==> src/rtl/bubble_position_ctrl.sv <==
// Ball position controller: accepts camera/simulation samples, clamps them to the
// visible area, and commits the newest one to the display only at the start of vblank.
module bubble_position_ctrl #(
  parameter int SCREEN_W     = 1024,
  parameter int SCREEN_H     = 768,
  parameter int DIAMETER     = 4,
  parameter int STALE_FRAMES = 8
) (
  input  logic        clock,
  input  logic        reset,
  input  logic [10:0] hcount,
  input  logic [9:0]  vcount,
  input  logic        use_sim,
  input  logic        cam_valid,
  input  logic [10:0] cam_x,
  input  logic [9:0]  cam_y,
  output logic        cam_ready,
  input  logic        sim_valid,
  input  logic [10:0] sim_x,
  input  logic [9:0]  sim_y,
  output logic        sim_ready,
  output logic [10:0] x,
  output logic [9:0]  y,
  output logic        bubble_en,
  output logic        stale,
  output logic        frame_tick
);

  localparam int SCW = $clog2(STALE_FRAMES + 1);
  localparam logic [10:0] X_MAX  = 11'(SCREEN_W - DIAMETER);
  localparam logic [9:0]  Y_MAX  = 10'(SCREEN_H - DIAMETER);
  localparam logic [10:0] X_RST  = 11'((SCREEN_W - DIAMETER) / 2);
  localparam logic [9:0]  Y_RST  = 10'((SCREEN_H - DIAMETER) / 2);
  localparam logic [SCW-1:0] STALE_MAX = SCW'(STALE_FRAMES);

  typedef enum logic {HIDDEN, SHOWN} state_t;

  state_t         state_q, state_d;
  logic           use_sim_q;
  logic           pend_v_q, pend_v_d;
  logic [10:0]    pend_x_q, pend_x_d;
  logic [9:0]     pend_y_q, pend_y_d;
  logic [10:0]    x_q, x_d;
  logic [9:0]     y_q, y_d;
  logic [SCW-1:0] stale_cnt_q, stale_cnt_d;
  logic           bubble_en_q, bubble_en_d;
  logic           stale_q, stale_d;
  logic           tick_q, tick_d;

  logic           switch_w, take_w, commit_pt_w, commit_w;
  logic [10:0]    in_x, cl_x;
  logic [9:0]     in_y, cl_y;

  // Requesters never stall; ready only drops while reset is held.
  assign cam_ready = ~reset;
  assign sim_ready = ~reset;

  // A select change drops both sources for one cycle; the old selection still
  // applies until the registered copy catches up.
  assign switch_w    = use_sim ^ use_sim_q;
  assign take_w      = ~reset & ~switch_w & (use_sim_q ? sim_valid : cam_valid);
  assign in_x        = use_sim_q ? sim_x : cam_x;
  assign in_y        = use_sim_q ? sim_y : cam_y;
  assign cl_x        = (in_x > X_MAX) ? X_MAX : in_x;
  assign cl_y        = (in_y > Y_MAX) ? Y_MAX : in_y;
  assign commit_pt_w = (hcount == 11'd0) && (vcount == 10'(SCREEN_H));

  always_comb begin
    pend_v_d    = pend_v_q;
    pend_x_d    = pend_x_q;
    pend_y_d    = pend_y_q;
    x_d         = x_q;
    y_d         = y_q;
    stale_cnt_d = stale_cnt_q;
    commit_w    = 1'b0;
    if (commit_pt_w) begin
      pend_v_d = 1'b0;
      if (take_w) begin
        commit_w = 1'b1;
        x_d      = cl_x;
        y_d      = cl_y;
      end else if (pend_v_q && !switch_w) begin
        commit_w = 1'b1;
        x_d      = pend_x_q;
        y_d      = pend_y_q;
      end
      if (commit_w)                      stale_cnt_d = '0;
      else if (stale_cnt_q != STALE_MAX) stale_cnt_d = stale_cnt_q + 1'b1;
    end else if (switch_w) begin
      pend_v_d = 1'b0;
    end else if (take_w) begin
      pend_v_d = 1'b1;
      pend_x_d = cl_x;
      pend_y_d = cl_y;
    end
  end

  always_comb begin
    state_d = state_q;
    case (state_q)
      HIDDEN:  if (commit_w) state_d = SHOWN;
      SHOWN:   if (commit_pt_w && !commit_w && stale_cnt_d == STALE_MAX) state_d = HIDDEN;
      default: state_d = HIDDEN;
    endcase
    bubble_en_d = (state_d == SHOWN);
    stale_d     = (stale_cnt_d == STALE_MAX);
    tick_d      = commit_pt_w;
  end

  always_ff @(posedge clock) begin
    if (reset) begin
      state_q     <= HIDDEN;
      use_sim_q   <= use_sim;
      pend_v_q    <= 1'b0;
      pend_x_q    <= '0;
      pend_y_q    <= '0;
      x_q         <= X_RST;
      y_q         <= Y_RST;
      stale_cnt_q <= '0;
      bubble_en_q <= 1'b0;
      stale_q     <= 1'b0;
      tick_q      <= 1'b0;
    end else begin
      state_q     <= state_d;
      use_sim_q   <= use_sim;
      pend_v_q    <= pend_v_d;
      pend_x_q    <= pend_x_d;
      pend_y_q    <= pend_y_d;
      x_q         <= x_d;
      y_q         <= y_d;
      stale_cnt_q <= stale_cnt_d;
      bubble_en_q <= bubble_en_d;
      stale_q     <= stale_d;
      tick_q      <= tick_d;
    end
  end

  assign x          = x_q;
  assign y          = y_q;
  assign bubble_en  = bubble_en_q;
  assign stale      = stale_q;
  assign frame_tick = tick_q;

endmodule
==> config.mk <==
export PLATFORM = sky130hd
export DESIGN_NAME = bubble_position_ctrl
export DESIGN_NICKNAME = d
export VERILOG_FILES = /design/src/rtl/bubble_position_ctrl.sv
export SDC_FILE = /design/constraint.sdc
export NUM_CORES = 1
export LEC_CHECK = 0
export BUFFER_PORTS_ARGS = -buffer_cell sky130_fd_sc_hd__buf_2
export CAP_MARGIN = 5
export CORE_MARGIN = 2
export CORE_UTILIZATION = 45
export CTS_CLUSTER_SIZE = 24
export DETAILED_ROUTE_END_ITERATION = 12
export PLACE_DENSITY = 0.75
export RECOVER_POWER = 100
export SLEW_MARGIN = 20
export SYNTH_ARGS = -nofsm -noshare
export SYNTH_HDL_FRONTEND = slang
export SYNTH_SLANG_ARGS = --single-unit
==> constraint.sdc <==
create_clock -name clock -period 1.8 [get_ports clock]
set_input_delay 0.18 -clock clock [delete_from_list [all_inputs] [get_ports clock]]
set_output_delay 0.18 -clock clock [all_outputs]
set_load 0.02 [all_outputs]
==> impl_metrics.tcl, run 1 <==
set metrics [dict create \
    status "complete, but fails checks" \
    violations "negative setup slack" \
    syn-cell-area_um2 2640 \
    drc_errors 0 \
    fin_area_um2 3750 \
    synthFlopType "dfxtp_1" \
    portBuffers 93 \
    syn-instance-count 310 \
    reg2reg_slack_ns -0.10 \
    comb_power_share 0.189 \
    max_freq_mhz 525 \
    ys_ff_latch 51 \
    die_area_um2 6500 \
    slew_violations 0 \
    hold-worst-slack_ns 0.227 \
    cts.clk_slew.worst_paths_ns 0.09 \
    numCtsBuffers 5 \
    vias 2919 \
    clk_latency_ns 0.30 \
    critPathArrivalTime_ns 2.10 \
    grt_pass1_wl_um 12300 \
    cts_tree "done" \
    slew_headroom 0.564 \
    drive_gt1_frac 0.389 \
    post-route-period-util 1.06 \
    crit_type "flop to flop" \
    finalHoldViolCount 0 \
    avgSynthCellArea_um2 8.52 \
    die_w_um 80.6 \
    postRouteAntennaNets 0 \
    endpoint_kind "flop" \
    period_needed_ns 1.90 \
    internal-power_mw 1.66 \
    switching_power_mw 0.607 \
    grt_usage 0.241 \
    avgViaCountPerCell 5.77 \
    cts_buffer_depth 2 \
    switching_share 0.268 \
    p_leak_nw 1.54 \
    synth_nets 380 \
    floorplan.initialDensity 0.474 \
    cts.sinks 51 \
    rows 27 \
    power_density_nw_per_um2 605 \
    synth-edff-count 0 \
    h-tree-depth 2 \
    routed_wl_um 8460 \
    design.core.area_um2 5570 \
    grt_pass1_vias 2615 \
    placed_area_um2 3310 \
    peakVddDrop_uv 472 \
    power_frac_seq 0.515 \
    grt_max_degree 21 \
    areaGrowthSynthToFinish_pct 42.0 \
    worstHoldPathCells 3 \
    firstDrtPassIters 5 \
    p_clk_frac 0.296 \
    finalWorstSetupSlack_ns -0.104 \
    wire_per_inst_um 16.7 \
    max_cap_viol_count 0 \
    fin_setup_tns_ns -1.73 \
    worstMarginPinSlew_ns 0.647 \
    worstHoldPathType "input port to flop" \
    critPathMaxFanout 8 \
    antenna-diode-count 0 \
    worstPathRequired_ns 2.00 \
    startpoint_type "flop" \
    drt_iter0_markers 239 \
    ys_seq_area_frac 0.387 \
    async_flop_share 0 \
    rr_worst_depth 7 \
    ios 94 \
    skew_ns 0.00461 \
    root_buffer "clkbuf_8" \
    die_h_um 80.6 \
    place.gp.congestion 0.867 \
    synth.distinct_cells 53 \
    grt_antenna_before_repair 0 \
    overflow 0 \
    dp_hpwl_um 5630 \
    hold_buffers 0 \
    finalSetupViolCount 23 \
    ys.warnings.count 0 \
    rsz0062_at_grt "true" \
    final_nets 504 \
]
## final cells by class
class,instances,area (µm²)
flip-flops and latches,51,1020
multi-input cells,232,1690
well taps,72,90.1
repair buffers,140,840
inverters,4,15.0
fillers,451,1820
clock buffers,6,82.6
clock inverters,1,5.00
## worst max-delay path, stage by stage, from the launching register on
cell and delay (ns):
dfxtp_2 0.35, buf_6 0.13, and2b_1 0.22, nand4b_1 0.12
a22oi_2 0.29, mux2i_4 0.35, and2_4 0.26, a21oi_1 0.08
## path summary, 6_finish.rpt
| kind | from | to |
|---|---|---|
| setup / recovery | use_sim_q | pend_y_q[4] |
| hold / removal | cam_y[3] | pend_y_q[3] |
| setup reg to reg | use_sim_q | pend_y_q[4] |
| hold reg to reg | x[10] | x[10] |
## metrics by stage
stage          setup slack, ns  total power, mW  std cells   util
3_3_place_gp            -0.190             1.52        482  0.593
2_1_floorplan           0.0183             1.36        310      -
5_1_grt                 -0.197             2.35        506  0.673
4_1_cts                -0.0447             2.20        493  0.622
6_report                -0.104             2.27        506  0.673
3_5_place_dp            -0.255             1.53        482  0.593
## power groups by stage
stage               clock (mW)  sequential, mW  combinational [mW]
floorplan                    0            1.19               0.176
global route             0.717            1.17               0.460
global placement             0            1.19               0.329
finish                   0.672            1.17               0.429
detailed placement           0            1.19               0.334
CTS                      0.679            1.17               0.352
## kinds of logic (layout without fill, tap and decap cells)
| group | Yosys count | in the layout | synth area share |
|---|---|---|---|
| compound gates | 107 | 108 | 0.258 |
| simple gates | 100 | 100 | 0.204 |
| buf+inv | 28 | 151 | 0.0583 |
| mux | 20 | 20 | 0.0772 |
| fa+ha+maj | 2 | 2 | 0.00948 |
| xor+xnor | 2 | 2 | 0.00664 |
| flops | 51 | 51 | 0.387 |
## synthesized netlist by cell type, types with 2 or more instances
cell,n,area share
a211oi_1,5,0.014
a21oi_1,30,0.057
a21oi_2,2,0.0066
a2bb2oi_1,5,0.017
a31oi_1,10,0.024
a32o_1,2,0.0076
and3_1,15,0.036
buf_2,6,0.011
buf_4,5,0.014
buf_6,3,0.013
clkbuf_1,9,0.013
dfxtp_1,51,0.39
ha_1,2,0.0095
inv_1,3,0.0043
mux2_2,3,0.013
mux2i_1,17,0.064
nand2_1,19,0.027
nand3_1,15,0.028
nand4_1,4,0.0095
nand4b_1,2,0.0066
nor2_1,20,0.028
nor2b_1,4,0.0095
nor3_1,6,0.011
nor4_1,4,0.0095
o211ai_1,3,0.0085
o21ai_0,33,0.063
o2bb2ai_1,6,0.020
## flip-flops by register name, indices dropped and copies added, names as in the netlist, 4 cells and up
register     flops
pend_x_q        11
x               11
pend_y_q        10
y               10
stale_cnt_q      4
## per-layer routing
metal	part of all wire	GRT usage	vias up
met1	0.41	0.309	1360
met2	0.50	0.419	136
li1	-	-	1401
met5	0	0	-
met4	0.025	0.0678	0
met3	0.065	0.0371	22
## what timing repair did
action                     in CTS  in global routing
setup endpoints to repair      28                 42
buffers inserted                3                 12
gates resized for setup        13                 49
pin swaps                       8                 20
cloned                          1                  1
## cells in the final DEF (no fill, tap or decap), types with 3 or more instances in the layout
master,netlist,routed
buf_4,5,33
nand2_1,19,19
a31oi_1,10,9
nand3_1,15,13
a21oi_2,2,6
mux2i_1,17,16
clkbuf_1,9,26
buf_6,3,9
and3_1,15,15
dfxtp_1,51,48
a211oi_1,5,3
inv_1,3,3
nor4_1,4,3
buf_2,6,69
a21oi_1,30,25
dfxtp_2,0,3
o211ai_1,3,3
o2bb2ai_2,0,6
nor2_1,20,17
nand4_1,4,4
mux2_2,3,3
o21ai_1,1,4
o21ai_0,33,30
clkbuf_8,0,6
nor3_1,6,5
a2bb2oi_1,5,3
No activity file was read; power rests on OpenSTA's default activity.
==> run 2: changes to the inputs <==
CORE_UTILIZATION = 50   (was 45)
PLACE_DENSITY = 0.79   (was 0.75)
clock period = 1.85 ns   (was 1.8 ns; I/O delays follow)
==> run 2 against run 1 <==
The run now ends clean. Highest routed layer unchanged. Cell count is 1.6% lower. Critical endpoint is now y[7]. First-iteration DRC count fell by 12%. Register-to-register slack better by 0.13 ns.
==> impl_metrics.tcl, run 2 (synthesis gave the netlist of run 1 again) <==
set metrics [dict create \
    finalHoldViolCount 0 \
    reg2reg_from "use_sim_q" \
    place.gp.congestion 0.802 \
    power_density_nw_per_um2 654 \
    reg2reg_slack_ns 0.03 \
    grtUsageMet2 0.450 \
    crit_chain "buf_6 > nand4_1 > or2_0 > a22oi_2 > mux2i_1 > buf_4 > a311o_1 > a21oi_2" \
    crit_path_end "y[7]" \
    avgViaCountPerCell 5.65 \
    cts_tree "done" \
    layout_common_cells "66 x buf_2, 50 x dfxtp_1, 35 x buf_4, 29 x a21oi_1, 28 x o21ai_0" \
    fin_area_um2 3520 \
    cpPeakStageDelay_ns 0.38 \
    routed_wl_um 7240 \
    ios 94 \
    grt_max_degree 26 \
    max_freq_mhz 548 \
    finalWorstSetupSlack_ns 0.0264 \
    status "finished clean" \
    antenna-diode-count 0 \
    slew_headroom 0.661 \
    seqCellArea_um2 1020 \
    die_h_um 76.7 \
    drt_iter0_markers 211 \
    cts.clk_slew.worst_paths_ns 0.09 \
    rows 26 \
    dp_hpwl_um 5460 \
    rsz0062_at_grt "true" \
    portBuffers 93 \
    worstPathRequired_ns 2.05 \
    rr_worst_depth 8 \
    vias 2816 \
    met3_usage 0.0459 \
    die_area_um2 5880 \
    slew_violations 0 \
    clk_latency_ns 0.31 \
    finalSetupViolCount 0 \
    hold_buffers 0 \
    areaGrowthSynthToFinish_pct 33.5 \
    endpoint_kind "flop" \
    grt_usage 0.251 \
    die_w_um 76.7 \
    period_needed_ns 1.82 \
    placed_area_um2 3370 \
    drive_gt1_frac 0.318 \
    floorplan.initialDensity 0.517 \
    peakVddDrop_uv 576 \
    max_cap_viol_count 0 \
    design.core.area_um2 5110 \
    slowest_stage "dfxtp_4" \
    r2r-end "y[7]" \
    grt_pass1_vias 2732 \
    top_usage_layer "met2" \
    dp_slack_ns -0.130 \
    final_util 0.690 \
    critPathTopFamily "compound AO/OA/AOI/OAI gates" \
    firstDrtPassIters 5 \
    h-tree-depth 2 \
    grt_antenna_before_repair 0 \
    startpoint_type "flop" \
    grt_pass1_wl_um 12200 \
    wire_per_inst_um 14.5 \
    crit_type "flop to flop" \
    worstHoldPathType "input port to flop" \
    final_common_cell "buf_2" \
    postRouteAntennaNets 0 \
    worstSetupStartpoint "use_sim_q" \
    overflow 0 \
    root_buffer "clkbuf_8" \
    met1_usage 0.292 \
    final_nets 497 \
    cts.sinks 51 \
    p_leak_nw 1.48 \
    numCtsBuffers 5 \
    fill_cells 421 \
    cts_buffer_depth 2 \
    multi_input_area_um2 1510 \
    critical_path_buf_inv_count 2 \
    critPathArrivalTime_ns 2.03 \
    worstMarginPinSlew_ns 0.506 \
    post-route-period-util 0.986 \
    drc_errors 0 \
    critPathMaxFanout 7 \
    skew_ns 0.00778 \
    cp.depth 8 \
]
-- run 2: repair_timing --
action	in CTS	in global routing
pin swaps	2	5
buffers inserted	1	0
gates resized for setup	5	17
endpoints found under the setup margin	20	41
cloned	0	0
-- run 2: final cells by class --
class | count | area share
Clock buffer | 6 | 0.0234
Clock inverter | 2 | 0.0110
Inverter | 4 | 0.00426
Multi-Input combinational cell | 231 | 0.428
Sequential cell | 51 | 0.291
Tap cell | 70 | 0.0249
Timing Repair Buffer | 134 | 0.218
-- run 2: power by group --
group / internal, mW / leakage, nW / switching, mW / total (mW)
Sequential: 1.12 / 0.414 / 0.0127 / 1.13
Combinational: 0.164 / 0.999 / 0.181 / 0.346
Clock: 0.445 / 0.0618 / 0.379 / 0.824
Total: 1.73 / 1.48 / 0.573 / 2.30
-- run 2: how the worst min path moves through the flow --
| stage | startpoint | to | slack, ns | cells after the start |
|---|---|---|---|---|
| after global routing | use_sim | use_sim_q | 0.06 | 1 |
| final | use_sim | use_sim_q | 0.07 | 1 |
| after detailed placement | use_sim | use_sim_q | 0.35 | 1 |
| after floorplan | use_sim | use_sim_q | 0.21 | 0 |
| after global placement | use_sim | use_sim_q | 0.35 | 1 |
| after CTS | use_sim | use_sim_q | 0.03 | 1 |
-- run 2: worst reg2reg max path: cells and delay by family (launching register included) --
family	cells	cell delay, ns
compound gates	3	0.46
simple gates	2	0.28
flops	1	0.38
mux	1	0.28
buf+inv	2	0.31
-- run 2: metal layers --
metal  vias up  share of wire  wire, µm
met5         -              0         0
met4         0          0.020       142
met1      1314           0.43      3100
li1       1387              -         -
met3        17          0.052       375
met2        98           0.50      3630
-- run 2: stage by stage --
stage | hold WS, ns | TNS, ns | cells | power, mW
floorplan | 0.213 | 0 | 310 | 1.33
global route | 0.0596 | -0.0880 | 498 | 2.38
detailed placement | 0.347 | -1.30 | 490 | 1.49
finish | 0.0663 | 0 | 498 | 2.30
CTS | 0.0282 | 0 | 499 | 2.31
global placement | 0.346 | -0.130 | 490 | 1.48
==> run 3: changes to the inputs <==
ABC_AREA = 1   (was unset)
CORE_UTILIZATION = 53   (was 50)
CTS_BUF_LIST = sky130_fd_sc_hd__clkbuf_4 sky130_fd_sc_hd__clkbuf_8   (was unset)
PLACE_DENSITY = 0.82   (was 0.79)
clock period = 1.8 ns   (was 1.85 ns; I/O delays follow)
==> run 3 against run 2 <==
Die area up 3.7%. Sequential power up 4%. Critical endpoint is now pend_y_q[7]. Utilization down 0.067 points.
==> impl_metrics.tcl, run 3 <==
set metrics [dict create \
    finalWorstSetupSlack_ns 0.139 \
    syn-cell-area_um2 2910 \
    p_leak_nw 1.70 \
    cpMostUsedCell "nand2_1" \
    grt_antenna_before_repair 0 \
    synth.distinct_cells 43 \
    cpPeakStageDelay_ns 0.37 \
    areaGrowthSynthToFinish_pct 23.4 \
    crit_type "flop to flop" \
    async_flop_share 0 \
    hold-worst-slack_ns 0.0358 \
    final_nets 599 \
    cts_tree "done" \
    grt_pass1_wl_um 12500 \
    layout_common_cells "105 x nand2_1, 69 x nor2_1, 67 x buf_2, 50 x dfxtp_1, 39 x inv_1" \
    ys_ff_latch 51 \
    synth-edff-count 0 \
    ys_seq_area_frac 0.351 \
    startpoint_type "flop" \
    netlist.area_leader.share 0.351 \
    die_h_um 78.1 \
    ys.warnings.count 0 \
    wire_per_inst_um 11.9 \
    avgViaCountPerCell 5.15 \
    reg2reg_from "use_sim_q" \
    firstDrtPassIters 5 \
    status "finished clean" \
    grt_pass1_vias 2880 \
    worstPathRequired_ns 2.02 \
    drive_gt1_frac 0.236 \
    syn-instance-count 432 \
    drt_iter0_markers 217 \
    slew_headroom 0.734 \
    synthTopCellsByCount "106 x nand2_1, 69 x nor2_1, 51 x dfxtp_1" \
    synthAdderAreaFrac 0.00861 \
    power_density_nw_per_um2 695 \
    ios 94 \
    max_freq_mhz 602 \
    finalPower_mw 2.49 \
    synth_nets 502 \
    numCtsBuffers 5 \
    synthXorXnorAreaFrac 0.00602 \
    synthTopCellsByArea "dfxtp_1 35%, nand2_1 14%, nor2_1 8.9%, inv_1 5.2%, nand3_1 4.6%" \
    skew_ns 0.00836 \
    place.gp.congestion 0.935 \
    synth_most_common_cell "nand2_1" \
    final_util 0.689 \
    antenna-diode-count 0 \
    avgSynthCellArea_um2 6.73 \
    finalHoldViolCount 0 \
    hold_buffers 0 \
    rsz0062_at_grt "true" \
    root_buffer "clkbuf_8" \
    period_needed_ns 1.66 \
    synth.largest_area_cell "dfxtp_1" \
    synthFlopType "dfxtp_1" \
    critPathMaxFanout 14 \
    slew_violations 0 \
    min_from "use_sim" \
    slowest_stage "dfxtp_4" \
    synth_top_family_by_area "simple AND/OR/NAND/NOR gates" \
    rows 26 \
    floorplan.initialDensity 0.559 \
    design.core.area_um2 5200 \
    worstHoldPathCells 1 \
    peakVddDrop_uv 522 \
    postRouteAntennaNets 0 \
    reg2reg_slack_ns 0.14 \
    fin_cells 600 \
    h-tree-depth 2 \
    clk_latency_ns 0.31 \
    synth.area.mux_share 0.00775 \
    dp_hpwl_um 5360 \
    die_area_um2 6090 \
    endpoint_kind "flop" \
    dp.cells 590 \
    r2r-end "pend_y_q[7]" \
    final_common_cell "nand2_1" \
    yosys.area_share.simple 0.374 \
    worstMarginPinSlew_ns 0.398 \
    grt_usage 0.250 \
    hold_path_end "use_sim_q" \
    crit_chain "buf_4 > nand2_1 > o21ai_1 > nor2_1 > and2_1 > nand4_1 > nand2_4 > nand2_1 > o21ai_0 > inv_1" \
    critPathArrivalTime_ns 1.88 \
    portBuffers 93 \
    die_w_um 78.1 \
    max_cap_viol_count 0 \
    routed_wl_um 7130 \
    worstHoldPathType "input port to flop" \
    dp_slack_ns 0.0717 \
    post-route-period-util 0.923 \
    cts.clk_slew.worst_paths_ns 0.10 \
    rr_worst_depth 10 \
    grt_max_degree 39 \
    cts.sinks 51 \
    overflow 0 \
    drc_errors 0 \
    finalSetupViolCount 0 \
    synth_compound_area_frac 0.145 \
    cts_buffer_depth 2 \
    vias 3087 \
]
-- run 3: worst max-delay path: cells and delay by family, from the launching register on --
kind                   cells  cell delay (ns)
AOI/OAI and AO/OA          2             0.23
and+or+nand+nor            6             0.76
buffers and inverters      2             0.22
DFF                        1             0.37
-- run 3: repair_timing --
action	4_1_cts	5_1_grt
buffers inserted	0	1
gates resized for setup	0	7
endpoints found under the setup margin	0	36
-- run 3: cell families (layout without fill, tap and decap cells) --
family | after synthesis | count (layout)
compound gates | 74 | 74
xor+xnor | 2 | 2
buf+inv | 64 | 161
fa+ha+maj | 2 | 2
simple gates | 238 | 239
flops | 51 | 51
mux | 1 | 1
-- run 3: worst max path at each step --
stage / depth (start not counted) / slack (ns) / endpoint / startpoint
6_report: 10 / 0.14 / pend_y_q[7] / use_sim_q
3_3_place_gp: 9 / 0.15 / pend_y_q[7] / use_sim_q
4_1_cts: 9 / 0.03 / pend_y_q[3] / use_sim_q
2_1_floorplan: 12 / 0.28 / y[1] / use_sim_q
5_1_grt: 10 / -0.04 / pend_y_q[3] / use_sim_q
3_5_place_dp: 11 / 0.07 / y[6] / use_sim_q
-- run 3: metal layers --
metal | vias up | global-route usage | share of wire | wire [µm]
li1 | 1584 | - | - | -
met1 | 1392 | 0.322 | 0.44 | 3110
met2 | 99 | 0.428 | 0.49 | 3520
met3 | 12 | 0.0506 | 0.057 | 410
met4 | 0 | 0.0649 | 0.012 | 87
met5 | - | 0 | 0 | 0
-- run 3: layout make-up --
class                   count  area [µm²]
clock buffers               5        68.8
inverters                  43         161
repair buffers            110         586
clock inverters             3        67.6
fillers                   475        1620
flip-flops and latches     51        1020
multi-input cells         318        1590
well taps                  70        87.6
-- run 3: where the power goes --
group          internal, mW  leakage [nW]  switching, mW
Clock                 0.554        0.0644          0.400
Sequential             1.15         0.414         0.0141
Combinational         0.152          1.23          0.220
Total                  1.86          1.70          0.633
-- run 3: per-stage QoR --
step	setup TNS (ns)	area, µm²
finish	0	3590
floorplan	0	2910
global route	-0.325	3590
CTS	0	3590
detailed placement	0	3450
global placement	0	3450
